## config.mk

```make
export PLATFORM = sky130hd
export DESIGN_NAME = wb_initiator
export DESIGN_NICKNAME = d
export VERILOG_FILES = /design/src/rtl/wb_initiator.sv
export SDC_FILE = /design/constraint.sdc
export NUM_CORES = 1
export LEC_CHECK = 0
export ABC_AREA = 1
export ABC_CLOCK_PERIOD_IN_PS = 1450
export BUFFER_PORTS_ARGS = -buffer_cell sky130_fd_sc_hd__buf_4
export CORE_MARGIN = 2
export CORE_UTILIZATION = 40
export DETAILED_ROUTE_END_ITERATION = 8
export HOLD_SLACK_MARGIN = 0.08
export PLACE_DENSITY = 0.79
export SYNTH_ARGS = -nofsm -noshare
export SYNTH_HDL_FRONTEND = slang
export SYNTH_SLANG_ARGS = --single-unit
```

## constraint.sdc

```tcl
create_clock -name wb_clk_i -period 1.45 [get_ports wb_clk_i]
set_clock_uncertainty 0.1 [all_clocks]
set_input_delay 0.2175 -clock wb_clk_i [delete_from_list [all_inputs] [get_ports wb_clk_i]]
set_output_delay 0.2175 -clock wb_clk_i [all_outputs]
set_load 0.05 [all_outputs]
```

## src/rtl/wb_initiator.sv

```systemverilog
// rtl/wb_initiator.sv - single-transfer Wishbone classic master with timeout
//
// Purpose: turns one client request (req_i with we_i/addr_i/wdata_i) into one
// Wishbone classic cycle. The cycle ends on ack, err or timeout. A one-cycle
// RECOVER gap always follows before the next request can be accepted.
//
// Ports:
//   wb_clk_i, wb_rst_ni            clock, asynchronous active-low reset
//   req_i, we_i, addr_i, wdata_i   client request; req_i is sampled in IDLE only
//   busy_o                         1 while not IDLE
//   done_o, err_o                  one-cycle completion / failure pulses
//   rdata_o                        byte from the last successful read
//   wbm_cyc_o, wbm_stb_o, wbm_we_o master controls
//   wbm_sel_o, wbm_adr_o, wbm_dat_o lane select, address, write data
//   wbm_ack_i, wbm_err_i, wbm_dat_i slave responses
module wb_initiator #(
  parameter int TIMEOUT = 255
) (
  input  logic        wb_clk_i,
  input  logic        wb_rst_ni,
  input  logic        req_i,
  input  logic        we_i,
  input  logic [31:0] addr_i,
  input  logic [7:0]  wdata_i,
  output logic        busy_o,
  output logic        done_o,
  output logic        err_o,
  output logic [7:0]  rdata_o,
  output logic        wbm_cyc_o,
  output logic        wbm_stb_o,
  output logic        wbm_we_o,
  output logic [3:0]  wbm_sel_o,
  output logic [31:0] wbm_adr_o,
  output logic [31:0] wbm_dat_o,
  input  logic        wbm_ack_i,
  input  logic        wbm_err_i,
  input  logic [31:0] wbm_dat_i
);

  typedef enum logic [1:0] {
    S_IDLE    = 2'd0,
    S_BUS     = 2'd1,
    S_RECOVER = 2'd2
  } state_e;

  // Counter value seen on the TIMEOUT-th BUS edge: the counter is cleared on
  // entry to BUS and advances once per edge that passes with no response.
  localparam logic [7:0] CNT_LAST = 8'(TIMEOUT - 1);

  state_e      state_q, state_d;
  logic        we_q, we_d;
  logic [31:0] adr_q, adr_d;
  logic [7:0]  wdat_q, wdat_d;
  logic [7:0]  cnt_q, cnt_d;
  logic        done_q, done_d;
  logic        err_q, err_d;
  logic [7:0]  rdata_q, rdata_d;

  logic        in_bus;

  // Only the low byte lane is ever selected, so the upper read bytes are dropped.
  logic        unused_dat_hi;
  assign unused_dat_hi = ^wbm_dat_i[31:8];

  always_ff @(posedge wb_clk_i or negedge wb_rst_ni) begin
    if (!wb_rst_ni) begin
      state_q <= S_IDLE;
      we_q    <= 1'b0;
      adr_q   <= 32'h0;
      wdat_q  <= 8'h0;
      cnt_q   <= 8'h0;
      done_q  <= 1'b0;
      err_q   <= 1'b0;
      rdata_q <= 8'h0;
    end else begin
      state_q <= state_d;
      we_q    <= we_d;
      adr_q   <= adr_d;
      wdat_q  <= wdat_d;
      cnt_q   <= cnt_d;
      done_q  <= done_d;
      err_q   <= err_d;
      rdata_q <= rdata_d;
    end
  end

  always_comb begin
    state_d = state_q;
    we_d    = we_q;
    adr_d   = adr_q;
    wdat_d  = wdat_q;
    cnt_d   = cnt_q;
    rdata_d = rdata_q;
    done_d  = 1'b0;
    err_d   = 1'b0;

    unique case (state_q)
      S_IDLE: begin
        if (req_i) begin
          we_d    = we_i;
          adr_d   = addr_i;
          wdat_d  = wdata_i;
          cnt_d   = 8'h0;
          state_d = S_BUS;
        end
      end
      S_BUS: begin
        // err wins over a simultaneous ack; a response on the last allowed
        // edge still counts as a response rather than a timeout.
        if (wbm_err_i) begin
          err_d   = 1'b1;
          state_d = S_RECOVER;
        end else if (wbm_ack_i) begin
          done_d  = 1'b1;
          if (!we_q) begin
            rdata_d = wbm_dat_i[7:0];
          end
          state_d = S_RECOVER;
        end else if (cnt_q == CNT_LAST) begin
          err_d   = 1'b1;
          state_d = S_RECOVER;
        end else begin
          cnt_d = cnt_q + 8'd1;
        end
      end
      S_RECOVER: begin
        state_d = S_IDLE;
      end
      default: begin
        state_d = S_IDLE;
      end
    endcase
  end

  // Bus strobes decode straight from the state flop so an asynchronous reset
  // drops them without waiting for a clock edge.
  assign in_bus    = (state_q == S_BUS);
  assign wbm_cyc_o = in_bus;
  assign wbm_stb_o = in_bus;
  assign wbm_sel_o = in_bus ? 4'b0001 : 4'b0000;
  assign wbm_we_o  = we_q;
  assign wbm_adr_o = adr_q;
  assign wbm_dat_o = {24'h0, wdat_q};

  assign busy_o  = (state_q != S_IDLE);
  assign done_o  = done_q;
  assign err_o   = err_q;
  assign rdata_o = rdata_q;

endmodule

```

Yosys cells after proc, flatten, opt, wreduce, memory -nomap -nowiden
Cells that the tools add are included.
- register bits after elaboration: 61
- bits in latches: 0
- memory bits (writable): 0
- bits in read-only memories: 0
- memories: 0
- $add $sub $neg: 1
- multipliers: 0
- divide/modulo/power cells: 0
- magnitude comparators: 0
- equal/unequal tests: 7
- shift operators: 0
- muxes and demuxes: 18
- bitwise gates (word level): 2
- reductions and logical operators: 7
- operator list (kind ; count):
    8-bit 2-to-1 mux ; 4
    8-bit case mux with 2 select lines ; 1
    8-bit by 1-bit adder with 8-bit output (second input constant) ; 1
    8-bit == test (second input constant) ; 1
    1-bit 2-to-1 mux ; 8
    2-bit 2-to-1 mux ; 4
    2-bit inequality test (second input constant) ; 4
    5-bit AND reduction ; 1
    4-bit by 3-bit inequality test with 1-bit output (second input constant) ; 1
    2-bit case mux with 2 select lines ; 1
    2-bit AND reduction ; 2
    4-bit AND reduction ; 1
    2-bit nonzero test ; 2
    2-bit by 1-bit == test with 1-bit output (second input constant) ; 1
    2-bit zero test ; 1
    1-bit NOT ; 2

Logic depth before layout (Yosys ltp)
Gate-level depths: netlist of run 1.
- depth in word-level cells: 5
- mapped depth: 9
- gate-level depth less buffers: 8

Least setup slack after synthesis of run 1
Ideal clock, no wire load.
- kind: flip-flop to flip-flop
- from: register we_q (netlist: wbm_we_o)
- to: register rdata_q[5] (netlist: rdata_o[5])
- setup time: 0.131 ns
- data arrival time: 1.211 ns
- slack: 0.008 ns
- stages on the path, launching flop included: 6
- buffers on the path: 1
- clock period less this slack: 1.442 ns
- cells stage by stage: dfrtp_1 nor2_1 nand3_1 clkbuf_1 nand2_1 o21ai_0
- longest elaborated chain between the ends: 2
- RTL lines (item ; line ; RTL):
    start: declaration ; 51 ; logic we_q, we_d;
    start signal: assignment ; 77 ; we_q <= we_d;
    1-bit NOT (no line) ; - ;
    4-bit AND reduction (no line) ; - ;
    end signal: assignment ; 83 ; rdata_q <= rdata_d;
    end: declaration ; 57 ; logic [7:0] rdata_q, rdata_d;
No other way between the ends.
A chain may end at the register's enable or synchronous reset.

Final worst setup path of run 1
- from: register state_q[0]
- to: output port wbm_stb_o
- longest elaborated chain between the ends: 1
- RTL lines (item ; line ; RTL):
    start: declaration ; 50 ; state_e state_q, state_d;
    start signal: assignment ; 76 ; state_q <= state_d;
    2-bit by 1-bit == test with 1-bit output ; 137 ; assign in_bus = (state_q == S_BUS);
    end: declaration ; 30 ; output logic wbm_stb_o,
No other way between the ends.

==> flow_summary.ini, run 1 <==
[run_status]
status = complete, but fails checks
violations = setup timing

[cts]
clkSinkCount = 61
clk_latency_ns = 0.32
tritoncts = built
cts_max_level = 3
path_clk_slew_ns = 0.07
cts_root_buffer = clkbuf_8
clockBufferDepth = 2
cts_inserted_buffers = 9

[route]
dr.pass1.iters = 4
drc = 0
via_per_inst = 4.572
drt-initial-drc-count = 85
wl_per_cell_um = 13.78
vias = 2263
ant_nets = 0
drt-total-wl_um = 6821

[floorplanning]
io_pins = 160
num_rows = 30
start_util_pct = 40.96
fp.dieW_um = 87.18
die_area_um2 = 7600
core_area_um2 = 6756
die_h_um = 87.18

[sta]
post-route-worst-setup-slack_ns = -0.01735
period_needed_ns = 1.467
maxSlewViolCount = 0
fin_crit_sh_pct = 101.2
fmax_mhz = 681.5
finalHoldViolCount = 0
timing.setup.tns_ns = -0.05185
setup-violations-final = 3
grt_setup_unrepaired = true

[cells_and_area]
diodes = 0
ff_latch_area_um2 = 1526
mostFrequentLayoutCell = buf_4
drive_gt1_share_pct = 47.23
fin_util_pct = 64.93
nFillCells = 522
nNetsFinal = 490
multi_input_area_um2 = 1026
design_area_um2 = 4387
mostFrequentLayoutCells = 111 x buf_4, 61 x dfrtp_1, 52 x dlygate4sd3_1
instances_no_fill = 495
syn2layout_area_growth_pct = 58.50

[logic_synthesis]
synth_cell_type_count = 26
yosysSeqAreaShare_pct = 55.15
yosysWarnings = 0
synth_seq_cells = 61
avgSynthCellArea_um2 = 11.68
syn-instance-count = 237
syn_area_um2 = 2768

[global_routing]
grt_first_pass_wirelength_um = 10550
grt_pass1_vias = 2256
grt-ovfl-total = 0
track_usage_pct = 18.43
antenna_found_initial = 0
grt_max_degree = 62

[run]
max_cap_viol_count = 0

[place]
hpwl_um = 4117
placed_cell_area_um2 = 3572
placed_cells = 422
gp_congestion = 0.7839
portBuffers = 108

[setup_path]
end_kind = primary output
crit_path_start_kind = register
crit_fanout = 4
critPathArrivalTime_ns = 1.15
critical_path_class = reg -> out
cp.required_ns = 1.13

[power]
leakagePower_uw = 0.002138
powerDensity_nw_per_um2 = 2324
power_uw = 10200
irDropWorstVdd_mv = 1.657

[worst_hold_path]
hold_path.class = in -> async
[critical path: stages (launching register included)]
cell	delay [ns]
dfrtp_1	0.37
inv_2	0.06
nor2_4	0.11
buf_6	0.13
buf_8	0.14
[state kept, by name, summed over array words and instances (netlist names)]
register   count
state_q        2
cnt_q          8
err_o          1
rdata_o        8
done_o         1
wbm_we_o       1
wdat_q         8
wbm_adr_o     32
[synthesized netlist by cell type (all sizes together)]
master | instances | area, um2
dfrtp | 61 | 1526
nor4 | 1 | 6.260
o21bai | 1 | 7.510
a22oi | 1 | 7.510
inv | 20 | 75.07
buf | 33 | 262.8
or2 | 1 | 6.260
conb | 1 | 3.750
mux2 | 41 | 461.7
nand2 | 35 | 138.9
xnor2 | 1 | 8.760
clkbuf | 3 | 31.28
ha | 2 | 25.02
nor2 | 8 | 40.04
o21ai | 16 | 87.58
nand4 | 1 | 6.260
nand3 | 11 | 72.57
[metal layers]
metal | GRT usage, % | wire [um] | vias to the layer above
li1 | - | - | 1069
met1 | 20.15 | 2590 | 1091
met2 | 33.31 | 3694 | 91
met3 | 4.739 | 398 | 12
met4 | 8.392 | 138 | 0
met5 | 0 | 0 | -
[power by group]
part,switching [uW],internal [uW],leakage (uW)
clock network,636,705,0.0000921
logic,3950,2050,0.00130
registers,415,2440,0.000744
[cells by family after synthesis]
logic type | synth area share, %
AO/OA/AOI/OAI | 3.707
XOR/XNOR | 0.3165
adder cells (fa/ha/maj) | 0.9040
buffers and inverters | 13.34
flip-flops | 55.15
multiplexers | 16.68
other | 0.1355
AND/OR/NAND/NOR | 9.766
[per-stage QoR]
step | setup WS, ns | hold slack, ns
finish | -0.01735 | 0.3259
global placement | 0.05824 | 0.1377
global route | -0.06846 | 0.3488
detailed placement | 0.03126 | 0.1373
floorplan | 0.008307 | -0.1781
CTS | -0.04311 | 0.3317
[final cells by class]
cell class	instances	share of cell area, %
Clock inverter	4	0.5134
Timing Repair Buffer	171	33.77
Tap cell	80	2.282
Inverter	20	1.711
Sequential cell	61	34.80
Clock buffer	12	3.537
Multi-Input combinational cell	147	23.39
[path summary, 6_finish.rpt]
path	start	end	slack [ns]	cells past startpoint
worst max-delay path	state_q[0]	wbm_stb_o	-0.02	4
worst min-delay path	wb_rst_ni	wbm_adr_o[7]	0.33	3
worst max register to register	state_q[1]	wbm_adr_o[12]	0.04	4
worst min register to register	rdata_o[7]	rdata_o[7]	0.39	2
max in group asynchronous	wb_rst_ni	wbm_adr_o[15]	0.66	3
min in group wb_clk_i	req_i	state_q[0]	0.36	5
[repair_timing]
item	CTS	global route
pin swaps	1	5
setup endpoints to repair	4	17
gates resized for setup	11	15
gates cloned	0	1
endpoints found under the hold margin	112	0
hold buffers	52	0
setup buffers	3	1
(Power assumes the default switching activity.)
==> run 2: changes to the inputs <==
==> config.mk (replaced) <==
export PLATFORM = sky130hd
export DESIGN_NAME = wb_initiator
export DESIGN_NICKNAME = d
export VERILOG_FILES = /design/src/rtl/wb_initiator.sv
export SDC_FILE = /design/constraint.sdc
export NUM_CORES = 1
export LEC_CHECK = 0
export ABC_AREA = 0
export ABC_CLOCK_PERIOD_IN_PS = 1450
export BUFFER_PORTS_ARGS = -buffer_cell sky130_fd_sc_hd__buf_4
export CORE_MARGIN = 2
export CORE_UTILIZATION = 39
export DETAILED_ROUTE_END_ITERATION = 8
export HOLD_SLACK_MARGIN = 0.08
export PLACE_DENSITY = 0.78
export SYNTH_ARGS = -nofsm -noshare
export SYNTH_HDL_FRONTEND = slang
export SYNTH_SLANG_ARGS = --single-unit
==> run 2 against run 1 <==
  * The flow still finishes with violations (setup timing)
  * Critical path type is now reg -> reg
  * Highest routed layer unchanged
  * Cell count is 2.2% lower
  * Combinational power rose by 29%
  * Design area up 11%
  * Wire length rose by 13%
==> flow_summary.ini, run 2 <==
[global_routing]
track_usage_pct = 19.01
grt-ovfl-total = 0
grt_first_pass_wirelength_um = 10910
grt_pass1_vias = 2246
grt_max_degree = 23
antenna_found_initial = 0

[setup_path]
cp.required_ns = 1.56
crit_fanout = 5
critical_path_class = reg -> reg
slowest_delay_ns = 0.41
rr_worst_depth = 5
reg2reg_to = wbm_adr_o[12]
critPathArrivalTime_ns = 1.88
crit_path_start_kind = register
slowest_stage = dfrtp_1
end_kind = register
crit_buf_inv = 2
path_delay_family = simple AND/OR/NAND/NOR gates
r2r_slack_ns = -0.32
r2r-start = state_q[0]
crit_chain = or2_4 -> nor2_4 -> buf_6 -> clkbuf_16 -> mux2_4

[run_status]
violations = setup timing
status = complete, but fails checks

[sta]
maxSlewViolCount = 0
grt_setup_unrepaired = true
setup-violations-final = 63
fin_crit_sh_pct = 121.7
post-route-worst-setup-slack_ns = -0.3150
period_needed_ns = 1.765
fmax_mhz = 566.6
finalHoldViolCount = 0
timing.setup.tns_ns = -14.90

[route]
drt-total-wl_um = 7710
drt-met1-wl_um = 3096
drt-initial-drc-count = 61
highest_layer = met4
vias = 2245
ant_nets = 0
via_per_inst = 4.638
drc = 0
dr_wl_met3_um = 408
dr.pass1.iters = 4
dr_wl_met2_um = 4159
wl_per_cell_um = 15.93

[cells_and_area]
mostFrequentLayoutCell = buf_4
nNetsFinal = 479
fin_util_pct = 72.20
syn2layout_area_growth_pct = 80.83
mostFrequentLayoutCells = 127 x buf_4, 60 x dfrtp_1, 51 x dlygate4sd3_1
instances_no_fill = 484
design_area_um2 = 4851
ff_latch_area_um2 = 1528
largest_reg_flops = 32
diodes = 0
multi_input_area_um2 = 1200
nFillCells = 449
drive_gt1_share_pct = 57.43

[logic_synthesis]
synth_top_cell_area_share_pct = 56.90
synth_edf_count = 0
yosys.cell_count.top_type = dfrtp_1
yosysWarnings = 0
syn-instance-count = 197
synth_ff_type = dfrtp_1
synth_top_area_cell = dfrtp_1
syn_area_um2 = 2683
async_flop_share_pct = 100.0
yosysSeqAreaShare_pct = 56.90
synth_area_leaders = dfrtp_1 57%, mux2_2 21%, buf_4 8.1%
synth_seq_cells = 61
avgSynthCellArea_um2 = 13.62
synth_top_cells_by_count = 61 x dfrtp_1, 49 x mux2_2, 29 x buf_4
synth_cell_type_count = 28

[cts]
clk_latency_ns = 0.32
clockBufferDepth = 2
cts_inserted_buffers = 9
cts_root_buffer = clkbuf_8
clkSinkCount = 61
path_clk_slew_ns = 0.07
tritoncts = built
cts_max_level = 3

[floorplanning]
fp.dieW_um = 86.94
start_util_pct = 39.93
die_area_um2 = 7558
io_pins = 160
core_area_um2 = 6719
die_h_um = 86.94
num_rows = 30

[power]
irDropWorstVdd_mv = 1.499
powerDensity_nw_per_um2 = 2463
power_uw = 11950
leakagePower_uw = 0.002408

[place]
hpwl_um = 4381
portBuffers = 108
placed_cell_area_um2 = 3726
gp_congestion = 0.7415
placed_cells = 397

[worst_hold_path]
hp-start = wbm_err_i
hold_path.class = in -> reg
min_path_cells = 3
holdPathEnd = err_o

[run]
max_cap_viol_count = 0
==> run 2: worst max path at each step <==
stage,startpoint,cells after the start,end
2_1_floorplan,state_q[0],5,cnt_q[1]
6_report,state_q[0],5,wbm_adr_o[12]
4_1_cts,cnt_q[0],7,cnt_q[7]
3_5_place_dp,cnt_q[0],7,cnt_q[3]
5_1_grt,cnt_q[0],7,cnt_q[7]
3_3_place_gp,cnt_q[0],7,cnt_q[3]
==> run 2: cells by family (layout without fill, tap and decap cells) <==
family                     after synthesis  after routing  synth area share (%)
other                                    1             27                0.1398
adders and majority gates                2              2                0.9327
and+or+nand+nor                         22             22                 4.851
AOI/OAI and AO/OA                       20             20                 5.457
buffers and inverters                   41            222                 10.59
muxes                                   50             50                 21.13
DFF                                     61             61                 56.90
==> run 2: layer usage <==
| metal | vias to the layer above | track usage (%) |
|---|---|---|
| met1 | 1129 | 21.25 |
| met3 | 6 | 5.403 |
| li1 | 1031 | - |
| met5 | - | 0 |
| met4 | 0 | 5.398 |
| met2 | 79 | 34.98 |
==> run 2: final cells by class <==
class / instances / share of cell area [%]
tap: 80 / 2.063
clock buffer: 11 / 2.708
timing repair buffer: 202 / 38.04
sequential: 61 / 31.49
inverter: 4 / 0.3869
clock inverter: 5 / 0.5674
multi-input combinational: 121 / 24.74
==> run 2: worst register-to-register path, delay by kind of cell (launching register included) <==
kind | cells | cell delay, ns
buffers and inverters | 2 | 0.34
multiplexers | 1 | 0.30
AND/OR/NAND/NOR | 2 | 0.50
flip-flops | 1 | 0.41
==> run 2: stage by stage <==
step / setup slack [ns] / hold WS [ns]
3_3_place_gp: -0.2224 / 0.02864
2_1_floorplan: -0.2065 / -0.1781
3_5_place_dp: -0.3480 / 0.02672
6_report: -0.3150 / 0.1240
4_1_cts: -0.3046 / 0.09921
5_1_grt: -0.3828 / 0.1461
==> run 2: what timing repair did <==
item,CTS,global route
gates resized for setup,30,32
pin swaps,5,6
cloned,2,5
endpoints found under the hold margin,111,0
hold buffers,51,0
setup buffers,13,4
endpoints found under the setup margin,62,63
==> run 2: power breakdown <==
group	leakage (uW)	internal, uW	switching (uW)
combinational	0.00159	3330	4400
clock	0.0000829	608	633
sequential	0.000740	2480	489
